--- src/rtl/face_pkg.sv ---
// Shared definitions for the face creator / face timer pair: FSM state
// encoding, the blank digit pattern and the default board tick rate.
package face_pkg;

  typedef enum logic [1:0] {
    IDLE     = 2'd0,
    COUNT    = 2'd1,
    DONE     = 2'd2,
    WAIT_LOW = 2'd3
  } state_t;

  localparam logic [6:0] SEG_BLANK = 7'h7F;

  localparam int DEFAULT_CLK_PER_MS = 50000;

endpackage

--- src/rtl/ms_tick_gen.sv ---
// Millisecond prescaler: counts clk cycles and raises tick for one cycle on
// the terminal count. clear holds the count at zero and suppresses tick.
module ms_tick_gen
  import face_pkg::*;
#(
  parameter int CLK_PER_MS = DEFAULT_CLK_PER_MS
) (
  input  logic clk,
  input  logic rst,
  input  logic clear,
  output logic tick
);

  localparam int W = $clog2(CLK_PER_MS) + 1;
  localparam logic [W-1:0] TERM = W'(CLK_PER_MS - 1);

  logic [W-1:0] cnt;

  assign tick = !clear && (cnt == TERM);

  // Prescaler: restart on reset, clear or terminal count, otherwise advance.
  always_ff @(posedge clk) begin
    if (!rst || clear || (cnt == TERM))
      cnt <= '0;
    else
      cnt <= cnt + 1'b1;
  end

endmodule

--- src/rtl/face_timer_display.sv ---
// Face timer responder and 7-seg display mux.
// Times the face hold period after timer_enable, returns a one-cycle timeout
// pulse, and overlays the eyes/mouth face on the game digits when showFace.
// Optional eye blinking is enabled by defining FACE_BLINK_EN.
module face_timer_display
  import face_pkg::*;
#(
  parameter int CLK_PER_MS = DEFAULT_CLK_PER_MS,
  parameter int HOLD_MS    = 2000,
  parameter int BLINK_MS   = 250
) (
  input  logic        clk,
  input  logic        rst,
  input  logic        timer_enable,
  input  logic        showFace,
  input  logic [6:0]  eyes,
  input  logic [6:0]  mouth,
  input  logic [27:0] game_seg,
  output logic        timeout,
  output logic        busy,
  output logic [27:0] seg
);

  localparam int MW = $clog2(HOLD_MS) + 1;
  localparam logic [MW-1:0] MS_LAST = MW'(HOLD_MS - 1);

  // Reject hold and blink periods that could never elapse.
  if (HOLD_MS < 1 || BLINK_MS < 1) begin : g_bad_params
    $error("face_timer_display: HOLD_MS and BLINK_MS must be >= 1");
  end

  state_t        state;
  logic [MW-1:0] ms_cnt;
  logic          counting;
  logic          tick;
  logic          hold_done;
  logic [6:0]    eye_shown;

  // An abort (enable dropped) stops counting in the same cycle, which also
  // gives abort priority over a completing tick.
  assign counting  = (state == COUNT) && timer_enable;
  assign hold_done = tick && (ms_cnt == MS_LAST);

  ms_tick_gen #(
    .CLK_PER_MS(CLK_PER_MS)
  ) u_tick (
    .clk  (clk),
    .rst  (rst),
    .clear(!counting),
    .tick (tick)
  );

  // Handshake FSM with timeout/busy registered alongside the next state.
  always_ff @(posedge clk) begin
    if (!rst) begin
      state   <= IDLE;
      ms_cnt  <= '0;
      timeout <= 1'b0;
      busy    <= 1'b0;
    end else begin
      timeout <= 1'b0;
      case (state)
        IDLE: begin
          ms_cnt <= '0;
          if (timer_enable) begin
            state <= COUNT;
            busy  <= 1'b1;
          end else begin
            busy  <= 1'b0;
          end
        end
        COUNT: begin
          if (!timer_enable) begin
            state  <= IDLE;
            ms_cnt <= '0;
            busy   <= 1'b0;
          end else if (hold_done) begin
            state   <= DONE;
            ms_cnt  <= '0;
            timeout <= 1'b1;
            busy    <= 1'b1;
          end else if (tick) begin
            ms_cnt <= ms_cnt + 1'b1;
          end
        end
        DONE: begin
          state <= WAIT_LOW;
          busy  <= 1'b1;
        end
        WAIT_LOW: begin
          if (!timer_enable) begin
            state <= IDLE;
            busy  <= 1'b0;
          end
        end
        default: begin
          state <= IDLE;
          busy  <= 1'b0;
        end
      endcase
    end
  end

`ifdef FACE_BLINK_EN
  localparam int BW = $clog2(BLINK_MS) + 1;
  localparam logic [BW-1:0] BLINK_LAST = BW'(BLINK_MS - 1);

  logic [BW-1:0] blink_cnt;
  logic          blink_phase;

  // Blink phase toggles every BLINK_MS ticks while counting, zero otherwise.
  always_ff @(posedge clk) begin
    if (!rst || !counting || hold_done) begin
      blink_cnt   <= '0;
      blink_phase <= 1'b0;
    end else if (tick) begin
      if (blink_cnt == BLINK_LAST) begin
        blink_cnt   <= '0;
        blink_phase <= !blink_phase;
      end else begin
        blink_cnt   <= blink_cnt + 1'b1;
      end
    end
  end

  assign eye_shown = blink_phase ? SEG_BLANK : eyes;
`else
  assign eye_shown = eyes;
`endif

  // Registered digit bus: face overlay or the game digits.
  always_ff @(posedge clk) begin
    if (!rst)
      seg <= {4{SEG_BLANK}};
    else if (showFace)
      seg <= {eye_shown, mouth, mouth, eye_shown};
    else
      seg <= game_seg;
  end

endmodule

--- config.mk ---
export PLATFORM = sky130hd
export DESIGN_NAME = face_timer_display
export DESIGN_NICKNAME = d
export VERILOG_FILES = /design/src/rtl/face_pkg.sv /design/src/rtl/ms_tick_gen.sv /design/src/rtl/face_timer_display.sv
export SDC_FILE = /design/constraint.sdc
export NUM_CORES = 1
export LEC_CHECK = 0
export BUFFER_PORTS_ARGS = -buffer_cell sky130_fd_sc_hd__buf_2
export CORE_MARGIN = 4
export CORE_UTILIZATION = 40
export DETAILED_ROUTE_END_ITERATION = 6
export PLACE_DENSITY = 0.72
export SLEW_MARGIN = 20
export SYNTH_ARGS = -nofsm -noshare
export SYNTH_HDL_FRONTEND = slang
export SYNTH_HIERARCHICAL = 1
export SYNTH_SLANG_ARGS = --single-unit
--- constraint.sdc ---
create_clock -name clk -period 2.8 [get_ports clk]
set_clock_uncertainty 0.1 [all_clocks]
set_input_delay 0.14 -clock clk [delete_from_list [all_inputs] [get_ports clk]]
set_output_delay 0.14 -clock clk [all_outputs]
set_load 0.03 [all_outputs]
==> flow_summary_export.csv, run 1 <==
group,metric,value,unit
status,status,"complete, no violations",
timing,fin_tns_setup,0,ns
grt,grt_usage,0.1737,
layout,design_area,3592,um^2
routing,drc_errors,0,
synthesis,yosysWarningCount,6,
grt,overflow,0,
grt,grt_pass1_wl,10320,um
timing,rsz0062_at_grt,"false",
layout,drive_gt1_frac,0.2687,
routing,antenna_left,0,
routing,drt_iter0_drc,96,
placement,dpl.hpwl,3791,um
die,initial_core_util,0.4148,
timing,max-slew-margin-rel,0.5271,
grt,grt_max_degree,43,
routing,first_pass_iters,4,
power,internal-power,1510,uW
synthesis,avgSynthCellArea,9.136,um^2
clock_network,cts.path.max_buffers,2,
layout,mostFrequentLayoutCell,"buf_2",
synthesis,seq_area_frac_synth,0.4914,
power,p_comb_frac,0.119,
placement,postPlaceCellArea,2909,um^2
die,core,5991,um^2
placement,place.gp.congestion,0.7976,
die,die_h,86.82,um
clock_network,tritoncts,"built",
clock_network,clockRootBuffer,"clkbuf_8",
routing,wl_per_cell,13.40,um
power,clockPowerShare,0.431,
power,powerDensity,560.9,nW/um^2
hold_path,hold_depth,2,
grt,grt_pass1_vias,2286,
clock_network,post_cts_buffers,0,
timing,min_period,2.353,ns
setup_path,endpoint_kind,"register",
hold_path,min_path_type,"input port to register",
setup_path,worstReg2RegEnd,"ms_cnt[2]",
synthesis,synth_seq_cells,61,
placement,dp_cells,415,
flow_run,maxCapViolCount,0,
power,power.switching,505.4,uW
routing,routed_wirelength,6391,um
synthesis,yosysUniqueCellTypes,36,
timing,hold_viol,0,
clock_network,htree_levels,3,
power,p_leak,0.001451,uW
placement,portBuffers,75,
setup_path,cp.arrival,2.48,ns
clock_network,cts_sinks,61,
setup_path,r2r_setup_slack,0.45,ns
setup_path,worst-r2r-cell-count,9,
layout,syn_to_final_growth,44.56,%
timing,maxSlewViolCount,0,
routing,num_vias,2286,
power,swShare,0.2508,
die,io_pins,76,
setup_path,critPathKind,"register to register",
synthesis,synth_fp_nets,320,
layout,fillCellCount,483,
hold_path,min_from,"timer_enable",
die,rows,28,
setup_path,worstSetupStartpointType,"register",
synthesis,syn_area,2485,um^2
setup_path,cp_max_fo,12,
layout,final_util,0.5996,
setup_path,r2r_start,"u_tick/cnt[0]",
die,die_w,86.82,um
clock_network,insertion_delay,0.34,ns
layout,layout_common_cells,"buf_2, dfxtp_1, dlygate4sd3_1",
synthesis,syn-instance-count,272,
clock_network,clk_pin_slew_worst_paths,0.07,ns
die,dieArea,7537,um^2
routing,vias_per_cell,4.792,
timing,max_freq,425.0,MHz
layout,diodes,0,
grt,antenna_found_initial,0,
timing,setup_violations,0,
timing,tightest_slew,0.7093,ns
placement,dp_slack,0.4296,ns
clock_network,cts_buffers,9,
timing,post-route-period-util,0.8403,
layout,final_nets,445,
power,ir_worst_vdd,466.7,uV
power,pwr-share-seq,0.450,
setup_path,worstPathRequired,2.93,ns
timing,fin_ws,0.4471,ns
layout,stdcell_count,477,
cells in the mapped netlist, drive strengths merged:
cell type / instances / area, um^2
a21o: 1 / 7.510
a21oi: 15 / 75.07
a31oi: 1 / 12.51
and3b: 1 / 12.51
and4: 1 / 8.760
and4b: 1 / 10.01
and4bb: 1 / 12.51
buf: 4 / 41.29
clkbuf: 5 / 18.77
dfxtp: 61 / 1221
ha: 2 / 25.02
inv: 34 / 127.6
nand2: 8 / 30.03
nand3: 8 / 45.04
nand3b: 2 / 15.01
nand4: 6 / 43.79
nand4b: 1 / 15.01
nor2: 38 / 145.1
nor2b: 1 / 6.260
nor3: 6 / 30.03
nor3b: 2 / 15.01
nor4: 10 / 81.33
nor4b: 2 / 30.03
o21ai: 29 / 145.1
o221a: 1 / 11.26
o311a: 2 / 20.02
o31ai: 2 / 42.54
or2: 1 / 8.760
xnor2: 25 / 219.0
xor2: 1 / 8.760
power groups by stage:
stage               clock (uW)  combinational [uW]  sequential (uW)
floorplan                    0                48.8              986
global placement             0                 176              926
detailed placement           0                 179              927
CTS                        885                 234              907
global route               933                 257              909
finish                     868                 239              907
state kept, by name (all words and copies together) (netlist names), named ones only:
signal and flops:
seg 28, state 1, busy 1, timeout 1, ms_cnt 12, u_tick/cnt 17
area by class of cell:
| type | instances | area [um^2] | area share |
|---|---|---|---|
| well taps | 75 | 93.84 | 0.02612 |
| multi-input cells | 168 | 1076 | 0.2995 |
| inverters | 34 | 127.6 | 0.03553 |
| flip-flops and latches | 61 | 1221 | 0.3400 |
| clock inverters | 7 | 98.84 | 0.02752 |
| clock buffers | 9 | 123.9 | 0.03448 |
| repair buffers | 123 | 850.8 | 0.2369 |
worst max path at each step:
stage / startpoint / end / slack [ns] / depth (start not counted)
after floorplan: u_tick/cnt[0] / ms_cnt[11] / 0.50 / 9
after global placement: u_tick/cnt[0] / ms_cnt[10] / 0.53 / 9
after detailed placement: u_tick/cnt[0] / ms_cnt[4] / 0.43 / 9
after CTS: u_tick/cnt[0] / ms_cnt[10] / 0.43 / 9
after global routing: u_tick/cnt[0] / ms_cnt[3] / 0.22 / 9
final: u_tick/cnt[0] / ms_cnt[2] / 0.45 / 9
layer usage:
| layer | GRT usage | share of wire | up-vias |
|---|---|---|---|
| met5 | 0 | 0 | - |
| met4 | 0.04108 | 0.0097 | 0 |
| met3 | 0.07224 | 0.071 | 7 |
| met2 | 0.3064 | 0.50 | 84 |
| met1 | 0.1932 | 0.41 | 1030 |
| li1 | - | - | 1165 |
what timing repair did:
| action | 4_1_cts | 5_1_grt |
|---|---|---|
| gates resized for setup | 0 | 0 |
| hold endpoints to repair | 29 | 0 |
| hold buffers | 46 | 0 |
| setup endpoints to repair | 0 | 0 |
through the flow:
step,hold slack (ns),total power [uW]
floorplan,0.1670,1035
global placement,0.2681,1102
detailed placement,0.2746,1106
CTS,0.01938,2027
global route,0.02801,2099
finish,0.04149,2015
critical path, cell delays in order (launching register included):
cell	delay, ns
dfxtp_1	0.37
ha_1	0.22
nand3_2	0.11
or2_4	0.28
nor4_1	0.28
and4bb_1	0.30
a31oi_2	0.13
o31ai_4	0.17
buf_4	0.22
nor2_1	0.06
cell families (layout without fill, tap and decap cells):
logic type,Yosys count,count (layout),synth area share
compound gates,51,51,0.1264
xor+xnor,26,26,0.09164
flops,61,61,0.4914
buf+inv,43,173,0.07553
simple gates,89,89,0.2049
fa+ha+maj,2,2,0.01007
No activity file was read; power rests on OpenSTA's default activity.
==> inputs of run 2 (changes only) <==
--- a/config.mk
+++ b/config.mk
@@ -5,11 +5,12 @@
 export SDC_FILE = /design/constraint.sdc
 export NUM_CORES = 1
 export LEC_CHECK = 0
+export ABC_AREA = 1
 export BUFFER_PORTS_ARGS = -buffer_cell sky130_fd_sc_hd__buf_2
 export CORE_MARGIN = 4
 export CORE_UTILIZATION = 40
 export DETAILED_ROUTE_END_ITERATION = 6
-export PLACE_DENSITY = 0.72
+export PLACE_DENSITY = 0.71
 export SLEW_MARGIN = 20
 export SYNTH_ARGS = -nofsm -noshare
 export SYNTH_HDL_FRONTEND = slang
==> constraint.sdc (replaced) <==
create_clock -name clk -period 2.2 [get_ports clk]
set_clock_uncertainty 0.1 [all_clocks]
set_input_delay 0.11 -clock clk [delete_from_list [all_inputs] [get_ports clk]]
set_output_delay 0.11 -clock clk [all_outputs]
set_load 0.03 [all_outputs]
==> flow_summary_export.csv, run 2 <==
group,metric,value,unit
status,status,"complete, no violations",
synthesis,synth.area.top_cells,"dfxtp_1, nand2_1, nand3_1, inv_1, nor2_2",
die,initial_core_util,0.4202,
clock_network,insertion_delay,0.34,ns
timing,maxSlewViolCount,0,
grt,grt_usage,0.1864,
layout,design_area,3959,um^2
layout,syn_to_final_growth,45.87,%
routing,routed_wirelength,7306,um
die,core,6459,um^2
layout,layout_common_cells,"nand2_1, buf_2, dfxtp_1",
clock_network,cts_sinks,61,
hold_path,min_path_type,"input port to register",
synthesis,post-synth-top-area-cell,"dfxtp_1",
placement,place.gp.congestion,0.8123,
timing,max-slew-margin-rel,0.6895,
routing,num_vias,2699,
synthesis,avgSynthCellArea,7.844,um^2
clock_network,tritoncts,"built",
power,ir_worst_vdd,439.2,uV
timing,fin_tns_setup,0,ns
synthesis,synth_edf_count,0,
synthesis,synthArstFlopShare,0,
synthesis,yosysWarningCount,6,
layout,fillCellCount,543,
synthesis,syn-instance-count,346,
timing,min_period,1.977,ns
clock_network,htree_levels,3,
grt,overflow,0,
layout,regMostFlops,"seg",
die,die_w,90.37,um
die,rows,29,
die,dieArea,8167,um^2
clock_network,clk_pin_slew_worst_paths,0.07,ns
placement,postPlaceCellArea,3139,um^2
synthesis,synthTopCellsByCount,"nand2_1, dfxtp_1, nand3_1",
setup_path,cp.arrival,2.11,ns
grt,grt_max_degree,35,
layout,largest_reg_flops,28,
synthesis,synthFlopType,"dfxtp_1",
timing,fin_ws,0.2227,ns
clock_network,cts_buffers,9,
routing,met1_length,2852,um
layout,mostFrequentLayoutCell,"nand2_1",
setup_path,critPathKind,"register to register",
synthesis,synth_fp_nets,394,
layout,top_regs,"seg: 28 flops, u_tick/cnt: 17 flops, ms_cnt: 12 flops",
layout,final_util,0.6129,
die,io_pins,76,
clock_network,clockRootBuffer,"clkbuf_8",
flow_run,maxCapViolCount,0,
routing,first_pass_iters,4,
routing,antenna_left,0,
layout,final_nets,529,
timing,rsz0062_at_grt,"false",
setup_path,worstPathRequired,2.34,ns
power,p_leak,0.001556,uW
routing,dr_wl_met2,3795,um
synthesis,seq_area_frac_synth,0.4500,
routing,top_layer_used,"met4",
routing,drt_iter0_drc,113,
die,die_h,90.37,um
timing,tightest_slew,0.4650,ns
routing,wl_met3,398,um
grt,grt_pass1_vias,2740,
placement,dpl.hpwl,4615,um
layout,drive_gt1_frac,0.2984,
timing,hold_viol,0,
power,powerDensity,693.4,nW/um^2
synthesis,syn_area,2714,um^2
timing,max_freq,505.7,MHz
setup_path,endpoint_kind,"register",
routing,vias_per_cell,4.785,
setup_path,worstSetupStartpointType,"register",
grt,antenna_found_initial,1,
timing,setup_violations,0,
clock_network,cts.path.max_buffers,2,
power,p_total,2745,uW
routing,drc_errors,0,
synthesis,synth.most_common_cell,"nand2_1",
timing,post-route-period-util,0.8988,
synthesis,synth_seq_cells,61,
placement,portBuffers,75,
setup_path,cp_max_fo,8,
synthesis,yosysUniqueCellTypes,35,
synthesis,netlist.area_leader.share,0.4500,
routing,wl_per_cell,12.95,um
placement,dp_slack,0.1865,ns
grt,grt_pass1_wl,12300,um
[run 2: critical path, cell delays in order, from the launching register on]
cell and delay, ns:
dfxtp_2 0.36, ha_2 0.20, nand3_2 0.13, nor2_4 0.12
nand3_2 0.12, nor2_2 0.12, inv_1 0.06, nand3_2 0.09
nand2_4 0.09, nor2_4 0.18, nand2_2 0.09, xor2_1 0.19
nor2_2 0.04
[run 2: layout make-up]
type	instances	area [um^2]	share of cell area
multi-input combinational	241	1314	0.3319
tap	77	96.34	0.02434
sequential	61	1222	0.3088
inverter	36	135.1	0.03413
clock buffer	9	123.9	0.03129
antenna	1	2.502	0.0006321
timing repair buffer	132	943.4	0.2383
clock inverter	7	121.4	0.03066
[run 2: routing by layer]
layer / vias to the layer above / track usage
li1: 1376 / -
met1: 1240 / 0.2005
met2: 65 / 0.3255
met3: 18 / 0.06250
met4: 0 / 0.09311
met5: - / 0
[run 2: metrics by stage]
stage                     std cells  hold slack [ns]
final                           564          0.02328
after global routing            564         0.005754
after CTS                       563        0.0006584
after detailed placement        491           0.2123
after global placement          491           0.2073
after floorplan                 346           0.1232
[run 2: final timing paths]
kind | from | endpoint | slack (ns) | cells after the start
setup reg to reg | u_tick/cnt[0] | ms_cnt[7] | 0.22 | 12
hold reg to reg | u_tick/cnt[0] | u_tick/cnt[0] | 0.33 | 1
setup / recovery | u_tick/cnt[0] | ms_cnt[7] | 0.22 | 12
hold / removal | mouth[0] | seg[14] | 0.02 | 3
[run 2: what timing repair did]
item	4_1_cts	5_1_grt
endpoints found under the hold margin	30	0
gates resized for setup	0	4
endpoints found under the setup margin	0	2
hold buffers	56	0
buffers inserted	0	0
[run 2: where the power goes]
part / leakage [uW] / switching (uW) / internal [uW]
clock: 0.000112 / 464 / 755
sequential: 0.000501 / 13.1 / 1140
combinational: 0.000943 / 205 / 163
[run 2: logic make-up (layout without fill, tap and decap cells)]
logic type                 count (synthesis)  in the layout  synth area share
adders and majority gates                  2              2          0.009219
buffers and inverters                     44            184           0.06961
AOI/OAI and AO/OA                         27             27           0.05901
other                                      0              1                 0
and+or+nand+nor                          204            204            0.3859
xor gates and xnor gates                   7              7           0.02259
muxes                                      1              1          0.003688
DFF                                       61             61            0.4500
==> inputs of run 3 (changes only) <==
--- a/config.mk
+++ b/config.mk
@@ -7,7 +7,7 @@
 export LEC_CHECK = 0
 export ABC_AREA = 1
 export BUFFER_PORTS_ARGS = -buffer_cell sky130_fd_sc_hd__buf_2
-export CORE_MARGIN = 4
+export CORE_MARGIN = 2
 export CORE_UTILIZATION = 40
 export DETAILED_ROUTE_END_ITERATION = 6
 export PLACE_DENSITY = 0.71
==> flow_summary_export.csv, run 3 (synthesized netlist as in run 2, its figures left out) <==
group,metric,value,unit
layout,mostFrequentLayoutCell,"nand2_1",
setup_path,cp.depth,12,
timing,maxSlewViolCount,0,
setup_path,crit_chain,"ha_1, nand3_2, nor2_2, nand3_2, nor2_1, inv_1, nand3_2, nand2_4, nor2_4, nand2_1, xor2_1, nor2_2",
setup_path,critical-path-top-delay-family,"simple AND/OR/NAND/NOR gates",
grt,overflow,0,
timing,max-slew-margin-rel,0.6896,
routing,first_pass_iters,4,
layout,drive_gt1_frac,0.2936,
routing,drc_errors,0,
grt,grt_pass1_wl,11260,um
setup_path,crit_path_frequent_cell,"nand3_2",
layout,diodes,0,
setup_path,r2r_setup_slack,0.17,ns
timing,tightest_slew,0.4650,ns
grt,grt_max_degree,33,
layout,layout_common_cells,"nand2_1, buf_2, dfxtp_1",
clock_network,clockRootBuffer,"clkbuf_8",
clock_network,tritoncts,"built",
placement,dpl.hpwl,4391,um
hold_path,min_path_type,"input port to register",
die,initial_core_util,0.4062,
clock_network,insertion_delay,0.34,ns
placement,portBuffers,75,
routing,num_vias,2697,
setup_path,critPathKind,"register to register",
clock_network,clk_pin_slew_worst_paths,0.07,ns
setup_path,critical_path_buf_inv_count,1,
layout,top_regs,"seg: 28 flops, u_tick/cnt: 17 flops, ms_cnt: 12 flops",
setup_path,slowest_delay,0.38,ns
placement,dp_slack,0.1609,ns
setup_path,cp_max_fo,8,
setup_path,cp.arrival,2.17,ns
routing,routed_wirelength,6882,um
timing,hold_viol,0,
clock_network,cts_buffers,9,
layout,largest_reg_flops,28,
clock_network,cts_sinks,61,
setup_path,worstSetupStartpointType,"register",
power,powerDensity,672.9,nW/um^2
placement,place.gp.congestion,0.8488,
layout,syn_to_final_growth,45.09,%
die,die_h,86.37,um
die,dieArea,7460,um^2
status,status,"complete, no violations",
setup_path,critPathLaunch,"u_tick/cnt[0]",
timing,post-route-period-util,0.9239,
setup_path,slowest_stage,"dfxtp_1",
grt,grt_usage,0.1931,
die,core,6681,um^2
timing,min_period,2.033,ns
setup_path,r2r_start,"u_tick/cnt[0]",
setup_path,worstReg2RegEnd,"ms_cnt[5]",
timing,fin_ws,0.1673,ns
routing,wl_per_cell,12.14,um
die,die_w,86.37,um
setup_path,endpoint_kind,"register",
timing,max_freq,492.0,MHz
clock_network,htree_levels,3,
layout,regMostFlops,"seg",
setup_path,worst-r2r-cell-count,12,
layout,final_nets,530,
routing,drt_iter0_drc,70,
power,ir_worst_vdd,435.9,uV
routing,vias_per_cell,4.757,
die,rows,30,
timing,setup_violations,0,
clock_network,cts.path.max_buffers,2,
grt,grt_pass1_vias,2662,
routing,antenna_left,0,
timing,rsz0062_at_grt,"false",
power,p_leak,0.001554,uW
flow_run,maxCapViolCount,0,
timing,fin_tns_setup,0,ns
setup_path,worstPathRequired,2.33,ns
setup_path,critPathCapture,"ms_cnt[5]",
die,io_pins,76,
grt,antenna_found_initial,0,
==> run 3: changes by cell type in the layout (fill, tap and decap cells not counted), sizes merged <==
cell | previous run | this run
dlygate4sd3 | 56 | 57
bufinv | 3 | 2
diode | 1 | 0
clkinv | 1 | 3
clkinvlp | 3 | 2
==> run 3: timing repair <==
action / CTS / global route
resized for setup: 0 / 1
setup buffers: 0 / 0
endpoints found under the setup margin: 0 / 1
hold buffers: 57 / 0
hold endpoints to repair: 31 / 0
==> run 3: layout make-up <==
class                           count  area, um^2
Tap cell                           80       100.1
Timing Repair Buffer              133       953.4
Multi-Input combinational cell    241        1306
Clock inverter                      7       97.59
Clock buffer                        9       123.9
Fill cell                         568        2744
Inverter                           36       135.1
Sequential cell                    61        1221
==> run 3: stage by stage <==
stage	std cells	utilization	cell area [um^2]	hold slack, ns	power [uW]
2_1_floorplan	346	-	2714	0.1232	1359
5_1_grt	567	0.5893	3938	0.04633	2739
3_3_place_gp	494	0.4704	3143	0.2073	1450
4_1_cts	567	0.5890	3935	0.002055	2656
6_report	567	0.5893	3938	0.01875	2649
3_5_place_dp	494	0.4704	3143	0.2115	1455
==> run 3: worst min path at each step <==
| stage | from | to | slack, ns | cells past startpoint |
|---|---|---|---|---|
| finish | timer_enable | register | 0.02 | 3 |
| global route | timer_enable | register | 0.05 | 3 |
| CTS | timer_enable | register | 0.002 | 3 |
| detailed placement | game_seg[12] | seg[12] | 0.21 | 3 |
| global placement | game_seg[16] | seg[16] | 0.21 | 3 |
| floorplan | game_seg[0] | seg[0] | 0.12 | 2 |
==> run 3: routing by layer <==
metal	vias up	routed length, um	global-route usage
li1	1371	-	-
met1	1237	2790	0.2081
met2	65	3542	0.3336
met3	24	283	0.04952
met4	0	264	0.1250
met5	-	0	0
==> run 3: worst reg2reg max path, stage by stage (launching register included) <==
cell,delay [ns]
dfxtp_1,0.38
ha_1,0.22
nand3_2,0.12
nor2_2,0.13
nand3_2,0.12
nor2_1,0.15
inv_1,0.07
nand3_2,0.09
nand2_4,0.10
nor2_4,0.16
nand2_1,0.08
xor2_1,0.18
nor2_2,0.04
==> run 3: power by group <==
group,internal (uW),switching [uW]
sequential,1140,15.3
clock,641,484
combinational,165,200
